**config.mk**
```make
export PLATFORM = sky130hd
export DESIGN_NAME = comparador_serial_id
export DESIGN_NICKNAME = d
export VERILOG_FILES = /design/src/rtl/comparador_serial_id.sv
export SDC_FILE = /design/constraint.sdc
export NUM_CORES = 1
export LEC_CHECK = 0
export ABC_AREA = 1
export BUFFER_PORTS_ARGS = -buffer_cell sky130_fd_sc_hd__buf_2
export CAP_MARGIN = 20
export CORE_MARGIN = 4
export CORE_UTILIZATION = 25
export CTS_CLUSTER_SIZE = 8
export DETAILED_ROUTE_END_ITERATION = 16
export PLACE_DENSITY = 0.47
export SYNTH_ARGS = -nofsm -noshare
export SYNTH_HDL_FRONTEND = slang
export SYNTH_SLANG_ARGS = --single-unit
```
**constraint.sdc**
```tcl
create_clock -name clk -period 3.4 [get_ports clk]
set_input_delay 0.34 -clock clk [delete_from_list [all_inputs] [get_ports clk]]
set_output_delay 0.34 -clock clk [all_outputs]
set_load 0.02 [all_outputs]
```
**src/rtl/comparador_serial_id.sv**
```systemverilog
// Bit-serial MSB-first magnitude comparator: one operand bit pair per clock through
// the (m,n) -> (M,N) comparison cell, with a start/busy/done handshake.
module comparador_serial_id #(
  parameter int unsigned WIDTH      = 8,
  parameter bit          EARLY_EXIT = 1'b1,
  parameter int unsigned CW         = $clog2(WIDTH + 1)
) (
  input  logic             clk,
  input  logic             reset,
  input  logic             start,
  input  logic [WIDTH-1:0] a_in,
  input  logic [WIDTH-1:0] b_in,
  output logic             busy,
  output logic             done,
  output logic             a_gt_b,
  output logic             a_lt_b,
  output logic             a_eq_b,
  output logic [CW-1:0]    cycles
);

  typedef enum logic [1:0] {
    S_IDLE = 2'd0,
    S_RUN  = 2'd1,
    S_DONE = 2'd2
  } state_e;

  state_e           state_q, state_d;
  logic [WIDTH-1:0] a_sh_q, a_sh_d;
  logic [WIDTH-1:0] b_sh_q, b_sh_d;
  logic             m_q, m_d;
  logic             n_q, n_d;
  logic [CW-1:0]    count_q, count_d;
  logic             busy_q, busy_d;
  logic             done_q, done_d;
  logic             gt_q, gt_d;
  logic             lt_q, lt_d;
  logic             eq_q, eq_d;
  logic [CW-1:0]    cycles_q, cycles_d;

  logic             a_bit_c, b_bit_c;
  logic             m_nxt_c, n_nxt_c;
  logic [CW-1:0]    count_inc_c;
  logic             last_c;

  // Comparison cell: (1,1) equal so far, (1,0) A>B, (0,1) A<B.
  assign a_bit_c     = a_sh_q[WIDTH-1];
  assign b_bit_c     = b_sh_q[WIDTH-1];
  assign m_nxt_c     = ~n_q | (m_q & (a_bit_c | ~b_bit_c));
  assign n_nxt_c     = ~m_q | (n_q & (~a_bit_c | b_bit_c));
  assign count_inc_c = count_q + CW'(1);
  assign last_c      = (count_inc_c == CW'(WIDTH)) ||
                       (EARLY_EXIT && !(m_nxt_c && n_nxt_c));

  always_comb begin
    state_d  = state_q;
    a_sh_d   = a_sh_q;
    b_sh_d   = b_sh_q;
    m_d      = m_q;
    n_d      = n_q;
    count_d  = count_q;
    gt_d     = gt_q;
    lt_d     = lt_q;
    eq_d     = eq_q;
    cycles_d = cycles_q;

    unique case (state_q)
      S_IDLE: state_d = S_IDLE;
      S_RUN: begin
        m_d     = m_nxt_c;
        n_d     = n_nxt_c;
        a_sh_d  = a_sh_q << 1;
        b_sh_d  = b_sh_q << 1;
        count_d = count_inc_c;
        if (last_c) begin
          state_d  = S_DONE;
          gt_d     = m_nxt_c & ~n_nxt_c;
          lt_d     = ~m_nxt_c & n_nxt_c;
          eq_d     = m_nxt_c & n_nxt_c;
          cycles_d = count_inc_c;
        end
      end
      S_DONE:  state_d = S_IDLE;
      default: state_d = S_IDLE;
    endcase

    // Start is honoured from IDLE and DONE only; results stay untouched on load.
    if (start && (state_q != S_RUN)) begin
      state_d = S_RUN;
      a_sh_d  = a_in;
      b_sh_d  = b_in;
      m_d     = 1'b1;
      n_d     = 1'b1;
      count_d = '0;
    end

    busy_d = (state_d == S_RUN);
    done_d = (state_d == S_DONE);
  end

  always_ff @(posedge clk or posedge reset) begin
    if (reset) begin
      state_q  <= S_IDLE;
      a_sh_q   <= '0;
      b_sh_q   <= '0;
      m_q      <= 1'b1;
      n_q      <= 1'b1;
      count_q  <= '0;
      busy_q   <= 1'b0;
      done_q   <= 1'b0;
      gt_q     <= 1'b0;
      lt_q     <= 1'b0;
      eq_q     <= 1'b0;
      cycles_q <= '0;
    end else begin
      state_q  <= state_d;
      a_sh_q   <= a_sh_d;
      b_sh_q   <= b_sh_d;
      m_q      <= m_d;
      n_q      <= n_d;
      count_q  <= count_d;
      busy_q   <= busy_d;
      done_q   <= done_d;
      gt_q     <= gt_d;
      lt_q     <= lt_d;
      eq_q     <= eq_d;
      cycles_q <= cycles_d;
    end
  end

  assign busy   = busy_q;
  assign done   = done_q;
  assign a_gt_b = gt_q;
  assign a_lt_b = lt_q;
  assign a_eq_b = eq_q;
  assign cycles = cycles_q;

endmodule

```
Word level (Yosys, flattened, before mapping)
Index checks and enable logic that the tools add are counted.
{"block": "word_totals", "word_cells": 52, "reg_bits": 33, "out_inout_bits": 9}
{"block": "op_classes", "reduce_logical": 6, "add_sub_neg": 1, "n_eq_ne": 5, "n_bitwise": 15, "mux": 13}
{"cell": "$mux 8", "count": 4}
{"cell": "$mux 4", "count": 2}
{"cell": "$mux 2", "count": 3}
{"cell": "$not 1->1", "count": 6}
{"cell": "$and 1x1->1", "count": 5}
{"cell": "$add 4x1->4 const B", "count": 1}
{"cell": "$eq 2x1->1 const B", "count": 2}
{"cell": "$eq 4x4->1 const B", "count": 1}
{"cell": "$mux 1", "count": 4}
{"cell": "$or 1x1->1", "count": 4}
{"cell": "$eq 2x2->1 const B", "count": 1}
{"cell": "$logic_and 1x1->1", "count": 2}
{"cell": "$ne 2x1->1 const B", "count": 1}
{"cell": "$reduce_and 2->1", "count": 1}
{"cell": "$reduce_bool 2->1", "count": 1}
{"cell": "$logic_not 1->1", "count": 1}
{"cell": "$logic_or 1x1->1", "count": 1}

Longest topological paths before layout
{"block": "depth", "ltp_word": 11, "mapped_depth": 9, "mapped_depth_nobuf": 9}

Worst setup path after synthesis
Ideal clock, no wire load.
{"block": "synth_path", "path_kind": "reg2reg", "startpoint": "register count_q[0]", "endpoint": "register cycles_q[2] (netlist: cycles[2])", "setup_time_ps": 65, "path_stages_with_launch": 8, "path_slack_ps": 2194, "t_arrival_ps": 1140, "n_path_buf": 0, "cell_sequence": "dfrtp_1 > ha_1 > nand2_1 > inv_1 > or2_2 > inv_1 > nand2_1 > nand2_1"}
{"block": "synth_via", "elab_chain_cells": 4}
{"element": "start, declared", "line": "32", "rtl": "logic [CW-1:0] count_q, count_d;"}
{"element": "start signal, assigned", "line": "120", "rtl": "count_q <= count_d;"}
{"element": "$add 4x1->4 (*)", "line": "50", "rtl": "assign count_inc_c = count_q + CW'(1);"}
{"element": "$eq 4x4->1", "line": "51", "rtl": "assign last_c = (count_inc_c == CW'(WIDTH)) ||"}
{"element": "$logic_or 1x1->1", "line": "51"}
{"element": "$reduce_and 2->1 (no line)"}
{"element": "end signal, assigned", "line": "126", "rtl": "cycles_q <= cycles_d;"}
{"element": "end, declared", "line": "38", "rtl": "logic [CW-1:0] cycles_q, cycles_d;"}
Mark *: on every way between the ends. The rest lies on a longest branch, timed or not.
A chain may end at the register's enable or synchronous reset.

Worst setup path in the final report
{"block": "layout_path", "startpoint": "register state_q[1]", "endpoint": "register b_sh_q[1]"}
{"block": "layout_via", "elab_chain_cells": 3}
{"element": "start, declared", "line": "27", "rtl": "state_e state_q, state_d;"}
{"element": "start signal, assigned", "line": "115", "rtl": "state_q <= state_d;"}
{"element": "$ne 2x1->1", "line": "87", "rtl": "if (start && (state_q != S_RUN)) begin"}
{"element": "$logic_and 1x1->1", "line": "87"}
{"element": "$mux 8 / $reduce_bool 2->1 (equally long branches)"}
{"element": "end signal, assigned", "line": "117", "rtl": "b_sh_q <= b_sh_d;"}
{"element": "end, declared", "line": "29", "rtl": "logic [WIDTH-1:0] b_sh_q, b_sh_d;"}
Several ways; a longest one is shown, not always the timed one.

==> metrics.md <==
| Metric | Value |
|---|---|
| Final Hold Vio Count | 0 |
| CTS tree | done |
| Sw Pwr | 662 uW |
| Worst EP arrival | 1.55 ns |
| Router iterations before antenna repair | 4 |
| Post-synth EDFFs | 0 |
| Row count | 28 |
| Most frequent cells in the layout | 55 x nand2_1, 31 x dfrtp_1, 27 x buf_2 |
| Avg Inst Size Synth | 9.69 sq um |
| Post-route setup TNS | 0 ns |
| Cells after Synth | 159 |
| Largest net degree at the start of global routing | 34 |
| Switching portion of total power | 40.8% |
| Max incr delay on CP | 0.42 ns |
| Flop pwr share | 39.9% |
| Synthesized net count | 179 |
| Maxcap violations | 0 |
| Routed length per instance | 11.3 um |
| Critical Path RT | 3.55 ns |
| Crit Path Class | reg -> reg |
| Placer Congestion | 0.680 |
| Final min period | 1.40 ns |
| Final period utilization | 41.1% |
| Routed vias/inst | 4.19 |
| Longest Clk Path Bufs | 2 |
| Worst-path cell chain | nor2_8 -> nor2_8 -> inv_2 -> o221ai_2 |
| Reg clk slew, reported paths | 0.07 ns |
| Gr usage total | 9.31% |
| Vias | 1115 |
| Rel. slew slack | 72.4% |
| Post-synth cell types | 25 |
| Core ar. | 5960 sq um |
| Die height | 86.5 um |
| DRC errors left | 0 |
| Most used cell, CP | nor2_8 |
| Final Util | 30.7% |
| Area after DPL | 1740 sq um |
| Cell at the slowest stage of the critical path | dfrtp_1 |
| Fmax | 716 MHz |
| Power Total | 1.62 mW |
| Worst setup SP type | register |
| Setup Buffers After CTS | 0 |
| Outcome | complete, no violations |
| Synth area leader | dfrtp_1 |
| Layout cells sized above 1 | 30.9% |
| Initial antenna violation count | 0 |
| CP bufs+invs | 1 |
| Antenna-violating nets left | 0 |
| Asr flop ratio synth | 100% |
| Wirelength, routed | 3000 um |
| Final HPWL DP | 2140 um |
| Fin cells | 266 |
| Skew final | 0.00461 ns |
| Worst Setup End Kind | register |
| Top-area cell type share of the netlist area | 50.4% |
| Layout Nets | 210 |
| CTS Hold Bufs | 0 |
| Clock sinks | 33 |
| Initial Util | 25.9% |
| Horiz. Die Dim | 86.5 um |
| Worst-Skew Late Latency | 0.28 ns |
| RSZ-0062 raised after global routing | false |
| Diodes inserted | 0 |
| Commonest non-fill, non-tap cell in the layout | nand2_1 |
| Die area | 7480 sq um |
| Vias in the first global route | 1222 |
| Ys flop type | dfrtp_1 |
| CTS root buffer | clkbuf_8 |
| Synth Register Bits | 33 |
| Actual slew at the worst max-slew pin | 0.414 ns |
| CP max FO | 16 |
| Slew Limit Fails | 0 |
| Grt ovf | 0 |
| Comb pwr share | 41.5% |
| Fin area | 1830 sq um |
| Hold Path Class | in -> async |
| DR iter-0 viols | 40 |
| CTS Buf Count | 5 |
| Family with the most delay on the worst path | simple AND/OR/NAND/NOR gates |
| Number of top-level pins | 28 |
| Resized Gates After CTS | 0 |
| Synth top area cells | dfrtp_1 50%, nand2_1 13%, nand3_1 4.2% |
| P&R area growth vs syn | 18.5% |
| Leakage power | 0.934 nW |
| I/O Buffers | 27 |
| H-tree depth | 2 |
| Sequential-to-total area share from yosys stat | 53.8% |
| Netlist Area Pre-Place | 1540 sq um |
| Clock share of power | 18.5% |
| PwrDens | 889 nW/um^2 |
| Pint | 960 uW |
| Yosys Warn Count | 0 |
| Setup violations, final | 0 |
| First-pass GRT wire length | 5450 um |
| Worst ir drop on vdd | 0.000392 V |
| Placed cell count | 258 |
metrics by stage:
stage | hold slack [ns] | worst slack, ns
2_1_floorplan | 0.460 | 2.19
5_1_grt | 0.176 | 1.91
4_1_cts | 0.148 | 1.97
6_report | 0.135 | 2.00
3_5_place_dp | 0.455 | 1.98
3_3_place_gp | 0.456 | 2.02
registers in the layout, summed over array words and instances (netlist names):
| name | count |
|---|---|
| a_sh_q | 8 |
| b_sh_q | 8 |
| count_q | 4 |
| cycles | 4 |
| state_q | 2 |
| a_eq_b | 1 |
| a_gt_b | 1 |
| a_lt_b | 1 |
| busy | 1 |
| done | 1 |
| m_q | 1 |
| n_q | 1 |
metal layers:
layer | part of all wire [%] | wire (um) | vias to the layer above | track usage [%]
met5 | 0 | 0 | - | 0
met1 | 47 | 1410 | 501 | 12.1
met3 | 7.1 | 213 | 5 | 3.33
met4 | 1.3 | 38 | 0 | 3.40
met2 | 45 | 1330 | 35 | 14.3
li1 | - | - | 574 | -
cells in the mapped netlist (2+ instances only):
library cell / instances
nand2_4: 2
dfstp_2: 2
inv_1: 17
o221ai_2: 4
o211ai_1: 2
buf_6: 3
nand2_1: 55
nor2_8: 2
inv_2: 5
nor2_1: 3
dfrtp_1: 31
o21ai_1: 5
nand3_1: 13
o211ai_2: 4
cell type report:
cell class	count	area [sq um]
repair buffers	28	143
multi-input cells	100	588
fillers	655	4130
clock buffers	8	90.1
inverters	22	82.6
flip-flops and latches	33	828
well taps	75	93.8
cells by family after synthesis:
| logic type | after synthesis | synth area share, % |
|---|---|---|
| compound gates | 18 | 11.2 |
| simple gates | 81 | 26.2 |
| flops | 33 | 53.8 |
| fa+ha+maj | 1 | 0.812 |
| buf+inv | 26 | 8.04 |
power by group through the flow:
stage | sequential (mW) | clock, mW | combinational, mW
2_1_floorplan | 0.691 | 0 | 0.518
3_3_place_gp | 0.657 | 0 | 0.686
3_5_place_dp | 0.657 | 0 | 0.692
4_1_cts | 0.651 | 0.313 | 0.693
5_1_grt | 0.672 | 0.329 | 0.777
6_report | 0.648 | 0.301 | 0.674
path summary, 6_finish.rpt:
path,startpoint,to,slack (ns),depth (start not counted)
worst max-delay path,state_q[1],b_sh_q[1],2.00,4
worst min-delay path,reset,done,0.13,3
worst max register to register,state_q[1],b_sh_q[1],2.00,4
worst min register to register,a_lt_b,a_lt_b,0.50,2
max in group asynchronous,reset,m_q,2.94,3
min in group clk,a_in[5],a_sh_q[5],0.27,3
worst reg2reg max path, cell delays in order, from the launching register on:
cell,delay (ns)
dfrtp_1,0.42
nor2_8,0.35
nor2_8,0.11
inv_2,0.26
o221ai_2,0.13
Power figures use the tool's default switching activity.
